File: src/rtl/module_uart_rx.sv
// rtl/module_uart_rx.sv - memory-mapped 8N1 UART receiver with mid-bit sampling and a small receive FIFO
module module_uart_rx #(
  parameter int CLKS_PER_BIT = 10416,
  parameter int FIFO_DEPTH   = 4
) (
  input  logic        clk_i,
  input  logic        rst_i,
  input  logic        rx_i,
  input  logic        we_proc_i,
  input  logic        re_proc_i,
  input  logic [31:0] addr_proc_i,
  input  logic [31:0] do_proc_i,
  output logic [31:0] do_proc_o,
  output logic        rx_avail_o
);

  localparam int TW = $clog2(CLKS_PER_BIT);
  localparam int PW = (FIFO_DEPTH > 1) ? $clog2(FIFO_DEPTH) : 1;
  localparam int CW = 4;
  localparam logic [TW-1:0] T_HALF   = TW'(CLKS_PER_BIT / 2 - 1);
  localparam logic [TW-1:0] T_LAST   = TW'(CLKS_PER_BIT - 1);
  localparam logic [CW-1:0] FULL_CNT = CW'(FIFO_DEPTH);
  localparam logic [PW-1:0] LAST_PTR = PW'(FIFO_DEPTH - 1);

  typedef enum logic [2:0] {
    S_IDLE,
    S_START,
    S_DATA,
    S_STOP,
    S_WAIT_HIGH
  } state_t;

  state_t          state, state_nx;
  logic [TW-1:0]   timer, timer_nx;
  logic [2:0]      bit_idx, bit_idx_nx;
  logic [7:0]      shift, shift_nx;
  logic            push_req, frame_bad;

  logic            rx_meta, rxs;
  logic            enable, overrun, frame_err;
  logic [7:0]      mem [FIFO_DEPTH];
  logic [PW-1:0]   wr_ptr, rd_ptr;
  logic [CW-1:0]   count;

  logic            ctrl_wr, pop, push, full, not_empty, set_overrun;
  logic [7:0]      head;
  logic            unused_bits;

  assign unused_bits = ^{addr_proc_i[31:3], addr_proc_i[1:0], do_proc_i[31:4], do_proc_i[1]};

  assign ctrl_wr     = we_proc_i & ~addr_proc_i[2];
  assign not_empty   = (count != '0);
  assign full        = (count == FULL_CNT);
  assign pop         = re_proc_i & addr_proc_i[2] & not_empty;
  // A pop on the same edge frees the slot, so a push into a full FIFO still succeeds.
  assign push        = push_req & (~full | pop);
  assign set_overrun = push_req & full & ~pop;

  always_comb begin
    state_nx   = state;
    timer_nx   = timer;
    bit_idx_nx = bit_idx;
    shift_nx   = shift;
    push_req   = 1'b0;
    frame_bad  = 1'b0;
    if (!enable) begin
      state_nx = S_IDLE;
      timer_nx = '0;
    end else begin
      case (state)
        S_IDLE: begin
          if (!rxs) begin
            state_nx = S_START;
            timer_nx = '0;
          end
        end
        S_START: begin
          if (timer == T_HALF) begin
            timer_nx   = '0;
            bit_idx_nx = '0;
            state_nx   = rxs ? S_IDLE : S_DATA;
          end else begin
            timer_nx = timer + 1'b1;
          end
        end
        S_DATA: begin
          if (timer == T_LAST) begin
            shift_nx   = {rxs, shift[7:1]};
            timer_nx   = '0;
            bit_idx_nx = bit_idx + 1'b1;
            if (bit_idx == 3'd7) state_nx = S_STOP;
          end else begin
            timer_nx = timer + 1'b1;
          end
        end
        S_STOP: begin
          if (timer == T_LAST) begin
            timer_nx = '0;
            if (rxs) begin
              push_req = 1'b1;
              state_nx = S_IDLE;
            end else begin
              frame_bad = 1'b1;
              state_nx  = S_WAIT_HIGH;
            end
          end else begin
            timer_nx = timer + 1'b1;
          end
        end
        S_WAIT_HIGH: begin
          if (rxs) state_nx = S_IDLE;
        end
        default: state_nx = S_IDLE;
      endcase
    end
  end

  always_ff @(posedge clk_i) begin
    if (rst_i) begin
      rx_meta   <= 1'b1;
      rxs       <= 1'b1;
      state     <= S_IDLE;
      timer     <= '0;
      bit_idx   <= '0;
      shift     <= '0;
      enable    <= 1'b0;
      overrun   <= 1'b0;
      frame_err <= 1'b0;
      wr_ptr    <= '0;
      rd_ptr    <= '0;
      count     <= '0;
    end else begin
      rx_meta <= rx_i;
      rxs     <= rx_meta;
      state   <= state_nx;
      timer   <= timer_nx;
      bit_idx <= bit_idx_nx;
      shift   <= shift_nx;
      if (ctrl_wr) enable <= do_proc_i[0];
      // Hardware set wins over a software clear in the same cycle.
      if (set_overrun)                   overrun <= 1'b1;
      else if (ctrl_wr && do_proc_i[2])  overrun <= 1'b0;
      if (frame_bad)                     frame_err <= 1'b1;
      else if (ctrl_wr && do_proc_i[3])  frame_err <= 1'b0;
      if (push) wr_ptr <= (wr_ptr == LAST_PTR) ? '0 : wr_ptr + 1'b1;
      if (pop)  rd_ptr <= (rd_ptr == LAST_PTR) ? '0 : rd_ptr + 1'b1;
      case ({push, pop})
        2'b10:   count <= count + 1'b1;
        2'b01:   count <= count - 1'b1;
        default: count <= count;
      endcase
    end
  end

  always_ff @(posedge clk_i) begin
    if (push) mem[wr_ptr] <= shift;
  end

  assign head       = not_empty ? mem[rd_ptr] : 8'h00;
  assign rx_avail_o = not_empty;
  assign do_proc_o  = addr_proc_i[2] ? {24'b0, head}
                                     : {25'b0, count[2:0], frame_err, overrun, not_empty, enable};

endmodule

File: config.mk
export PLATFORM = sky130hd
export DESIGN_NAME = module_uart_rx
export DESIGN_NICKNAME = d
export VERILOG_FILES = /design/src/rtl/module_uart_rx.sv
export SDC_FILE = /design/constraint.sdc
export NUM_CORES = 1
export LEC_CHECK = 0
export CORE_ASPECT_RATIO = 1.75
export CORE_MARGIN = 2
export CORE_UTILIZATION = 45
export CTS_BUF_LIST = sky130_fd_sc_hd__clkbuf_4 sky130_fd_sc_hd__clkbuf_8
export CTS_CLUSTER_DIAMETER = 60
export DETAILED_ROUTE_END_ITERATION = 16
export GPL_ROUTABILITY_DRIVEN = 0
export PLACE_DENSITY = 0.78
export SLEW_MARGIN = 15
export SYNTH_ARGS = -nofsm -noshare
export SYNTH_HDL_FRONTEND = slang
export SYNTH_SLANG_ARGS = --single-unit
File: constraint.sdc
create_clock -name clk_i -period 2.43 [get_ports clk_i]
set_clock_uncertainty 0.2 [all_clocks]
set_input_delay 0.243 -clock clk_i [delete_from_list [all_inputs] [get_ports clk_i]]
set_output_delay 0.243 -clock clk_i [all_outputs]
set_load 0.02 [all_outputs]
### After elaboration in Yosys (flattened, before gate mapping)

Memories as Yosys holds them, arrays and structs flattened. A register that Yosys moved wholly into a read port is not among the register bits.
Cells that the tools add are included.

* add/subtract/negate cells: 6
* equal/unequal tests: 18
* mux-type cells: 37
* bitwise logic cells: 11
* reduce and logical (&&, ||, !) cells: 15

Operator list (number)
* 14-bit 2-to-1 mux: 3
* 14-bit one-hot mux with 3 select lines: 1
* 3-bit 2-to-1 mux: 9
* 8-bit 2-to-1 mux: 2
* 3-bit one-hot mux with 5 select lines: 1
* 14-bit by 1-bit adder with 14-bit output, second input constant: 1
* 14-bit by 13-bit equality test with 1-bit output, second input constant: 1
* 14-bit equality test, second input constant: 1
* 1-bit 2-to-1 mux: 14
* 2-bit != test, second input constant: 6
* 2-bit 2-to-1 mux: 5
* 4-bit one-hot mux with 2 select lines: 1
* 2-bit nonzero test: 4
* 1-bit bitwise AND: 6
* 2-bit equality test, second input constant: 3
* 3-bit by 2-bit equality test with 1-bit output, second input constant: 2
* 3-bit equality test, second input constant: 2
* 3-bit one-hot mux with 2 select lines: 1
* 6-bit AND reduction: 1
* 2-bit by 1-bit adder with 2-bit output, second input constant: 2
* 4-bit by 1-bit adder with 4-bit output, second input constant: 1
* 4-bit by 3-bit equality test with 1-bit output, second input constant: 1
* 1-bit NOT: 4
* 4-bit AND reduction: 1
* other kinds (12): 14

* register bits after elaboration: 41
* memory bits (writable): 32
* bits of input ports: 69
* output and inout port bits: 33
* logic and storage cells: 100
* memories: 1

Memory list
* mem: words 4, width 8, read ports 1, clocked after memory_dff 1, wr ports 1, RTL line 41 `logic [7:0] mem [FIFO_DEPTH];`

### Depth between registers and ports, before layout

* word-level depth: 7
* gate-level depth with buffers: 10
* gate-level depth less buffers: 9

### Worst setup path after synthesis

Ideal clock, no wire load.

* path kind: flip-flop to flip-flop
* start point: register count[0]
* end point: register count[2]
* library setup time: 0.123 ns
* arrival time: 2.272 ns
* data required time: 2.107 ns
* path slack: -0.165 ns
* stages on the path, launching flop included: 10
* path buffers: 1
* period minus slack after synthesis: 2.595 ns
* cell sequence: dfxtp_1 -> or4_1 -> buf_2 -> nand3_4 -> a21oi_1 -> xnor2_1 -> ha_1 -> a2111oi_1 -> a31oi_1 -> mux2_1

* longest elaborated chain between the ends: 6
* elaborated cells on any way between the ends: 12
* classes of those cells: add/sub (2); eq/ne (3); mux (1); bitwise (4); reduce/logical (2)

Ends and longest elaborated chain
* start: declaration: RTL line 43 `logic [CW-1:0] count;`
* start signal: assignment: RTL line 148 `2'b10: count <= count + 1'b1;`
* start signal: assignment: RTL line 149 `2'b01: count <= count - 1'b1;`
* start signal: assignment: RTL line 150 `default: count <= count;`
* 4-bit nonzero test (*): RTL line 52 `assign not_empty = (count != '0);`
* named net rx_avail_o: RTL line 14 `output logic rx_avail_o`
* 1-bit bitwise AND (*): RTL line 54 `assign pop = re_proc_i & addr_proc_i[2] & not_empty;`
* 1-bit bitwise OR: RTL line 56 `assign push = push_req & (~full | pop);`
* 1-bit bitwise AND: RTL line 56
* 2-bit by 1-bit equality test with 1-bit output / 2-bit equality test (equally long branches): RTL line 147 `case ({push, pop})`
* 4-bit one-hot mux with 2 select lines / 2-bit nonzero test (equally long branches)

Mark *: on every way through the listed nets, which the timed path passes. The rest lies on a longest branch.
A chain may end at the register's enable or synchronous reset.

### Final worst setup path

* start point: register timer[0]
* end point: register shift[1]

* longest elaborated chain between the ends: 2

Ends and longest elaborated chain
* start: declaration: RTL line 34 `logic [TW-1:0] timer, timer_nx;`
* start signal: assignment: RTL line 136 `timer <= timer_nx;`
* 14-bit equality test: RTL line 87 `if (timer == T_LAST) begin`
* 3-bit AND reduction (no source line)
* end signal: assignment: RTL line 138 `shift <= shift_nx;`
* end: declaration: RTL line 36 `logic [7:0] shift, shift_nx;`

No other way between the ends.

==> flow_summary_export.csv <==
group,metric,value,unit
cells_and_area,multi_input_area,1702,µm²
cells_and_area,antenna_cells,0,
clock_network,cts_tree,"yes",
route,dr_wl_met2,4366,µm
grt,grt_pass1_vias,2837,
setup_path,startpoint_type,"flop",
setup_path,arrival,2400,ps
route,ant_nets,0,
place,placed_area,4133,µm²
synthesis,synth_area_leader_cell,"edfxtp_1",
floorplan,rows,43,
cells_and_area,nets,468,
floorplan,die_y,124.2,µm
clock_network,cts.path.max_buffers,2,
timing,period_needed,2364,ps
synthesis,synthFlopType,"dfxtp_1",
synthesis,ys_types,55,
power_and_ir_drop,power.density,576.1,nW/µm²
synthesis,synth_area,3717,µm²
synthesis,synth_top_area_share,25.85,%
synthesis,async_reset_ff_share,0,%
cells_and_area,num-fill-cells,648,
cells_and_area,drive_gt1_share,20.25,%
route,via_per_inst,5.499,
power_and_ir_drop,leakagePower,0.001786,µW
grt,antenna_found_initial,0,
timing,finalCritPeriodShare,97.30,%
synthesis,muxShareOfSynthArea,9.761,%
setup_path,cp_slowest_cell,"or4_4",
timing,rsz0062_at_grt,"yes",
synthesis,post-synth-top-count-cell,"dfxtp_1",
route,drt_iter0_drc,146,
route,wl_met1,2704,µm
setup_path,cp.required,2470,ps
synthesis,synth_xor_area_share,0.7068,%
place,dpl_worst_slack,-25.27,ps
route,firstDrtPassIters,4,
synthesis,synth_area_leaders,"edfxtp_1 (26%), dfxtp_1 (23%), buf_4 (5.5%)",
synthesis,synth_compound_area_share,9.694,%
clock_network,cts_max_level,3,
min_path,hp-class,"reg -> reg",
grt,grt_max_degree,30,
place,io_buffers,17,
floorplan,die_w,72.71,µm
cells_and_area,utilization,55.85,%
timing,tns,0,ps
setup_path,cpPeakStageDelay,600,ps
setup_path,critPathCaptureType,"flop",
cells_and_area,area_delta_synth_final,19.62,%
floorplan,die_area,9033,µm²
synthesis,synth_top_family_by_area,"simple AND/OR/NAND/NOR gates",
clock_network,cts_made_buffers,9,
route,drc,0,
route,num_vias,2667,
route,wire_per_inst,15.57,µm
grt,grt_usage,17.95,%
synthesis,avgSynthCellArea,10.71,µm²
route,highest_layer,"met4",
synthesis,synth_edf_count,32,
floorplan,start_util,46.68,%
floorplan,io-pin-count,102,
timing,hold_viol_final,0,
cells_and_area,fin_area,4447,µm²
status,status,"complete, no violations",
synthesis,synth_seq_area_share,49.01,%
route,met3_length,215,µm
synthesis,yosys_warnings,0,
synthesis,syn_inst,347,
clock_network,cts_sinks,75,
grt,grt_pass1_wl,12460,µm
cells_and_area,seq_area,1827,µm²
timing,setup_viol,0,
clock_network,cts-root-buf,"clkbuf_8",
synthesis,synth_simple_gate_area_share,18.61,%
timing,setup_ws,65.70,ps
timing,slew_violations,0,
timing,fmax,423.0,MHz
clock_network,clk_latency,350,ps
flow_run,drv_cap,0,
clock_network,holdBufCountCts,0,
power_and_ir_drop,total_power,2562,µW
setup_path,worstPathCellList,"ha_4 > and4bb_1 > buf_4 > nand4_1 > or4_4 > buf_12 > mux2i_1 > nor2_1",
synthesis,synth_seq_cells,75,
floorplan,design.core.area,7963,µm²
setup_path,path_max_fanout,8,
place,dp_hpwl,5599,µm
grt,gr-total-overflow,0,
synthesis,synth_commonest_cells,"dfxtp_1 (43), nor2_1 (35), edfxtp_1 (32)",
power_and_ir_drop,vdd_drop_max,0.6421,mV
clock_network,clk_pin_slew,80,ps
setup_path,worstSetupPathType,"reg -> reg",
route,drt-total-wl,7551,µm
synthesis,synth_fa_ha_area_share,3.029,%
-- cells in the final DEF, fill, tap and decap left out, types with 7 or more instances in the layout --
cell type	netlist	layout
dfxtp_1	43	39
conb_1	1	24
nand2b_1	8	8
ha_1	9	7
o21ai_0	7	7
buf_4	27	27
a21oi_1	9	8
edfxtp_1	32	32
inv_1	13	13
buf_12	0	7
mux4_2	8	8
nor2_1	35	35
nand3_1	13	13
nand2_1	18	18
clkdlybuf4s50_1	0	8
mux2i_1	16	15
clkbuf_8	0	9
-- cell type report --
class / count / area share (%)
well taps: 90 / 2.532
clock buffers: 9 / 2.786
clock inverters: 7 / 2.786
multi-input cells: 238 / 38.27
flip-flops and latches: 75 / 41.08
inverters: 15 / 1.266
repair buffers: 51 / 11.28
-- cells by family after synthesis --
group / after synthesis
DFF: 75
buffers and inverters: 57
other: 1
adders and majority gates: 9
xor gates and xnor gates: 3
and+or+nand+nor: 125
AOI/OAI and AO/OA: 51
muxes: 26
-- per-stage QoR --
step           hold WS, ps  std cells
6_report             213.7        485
5_1_grt              225.4        485
4_1_cts              214.4        482
3_5_place_dp         195.2        466
3_3_place_gp         193.8        466
2_1_floorplan        146.8        370
-- sequential cells by signal, summed over array words and instances (netlist names), named ones only --
register   cells
rx_meta        1
timer         14
shift          8
wr_ptr         2
mem           32
rd_ptr         2
count          4
overrun        1
state          3
bit_idx        3
frame_err      1
enable         1
rxs            1
-- worst paths after layout --
check / start / end / slack, ps / cells after the start
hold / removal: rx_meta / rxs / 210 / 1
setup / recovery: timer[0] / shift[1] / 70 / 8
hold reg to reg: rx_meta / rxs / 210 / 1
setup reg to reg: timer[0] / shift[1] / 70 / 8
-- layer usage --
metal | track usage [%] | vias up
met2 | 33.96 | 50
met5 | 0 | -
met4 | 11.76 | 0
met1 | 16.90 | 1294
li1 | - | 1305
met3 | 2.269 | 18
-- power by group --
group	total [µW]	internal, µW	switching, µW	leakage [µW]
Clock	1170	691	479	0.000120
Combinational	88.6	23.9	64.7	0.00102
Sequential	1300	1300	1.13	0.000645
Total	2560	2020	545	0.00179
-- worst max-delay path, delay by kind of cell (launching register included) --
| kind | cells | cell delay, ps |
|---|---|---|
| simple gates | 4 | 1060 |
| flops | 1 | 360 |
| buf+inv | 2 | 280 |
| mux | 1 | 190 |
| fa+ha+maj | 1 | 140 |
-- timing repair --
action	CTS	global route
pin swaps	1	4
resized for setup	11	21
buffers inserted	0	3
setup endpoints to repair	10	18
No activity file was read; power rests on OpenSTA's default activity.
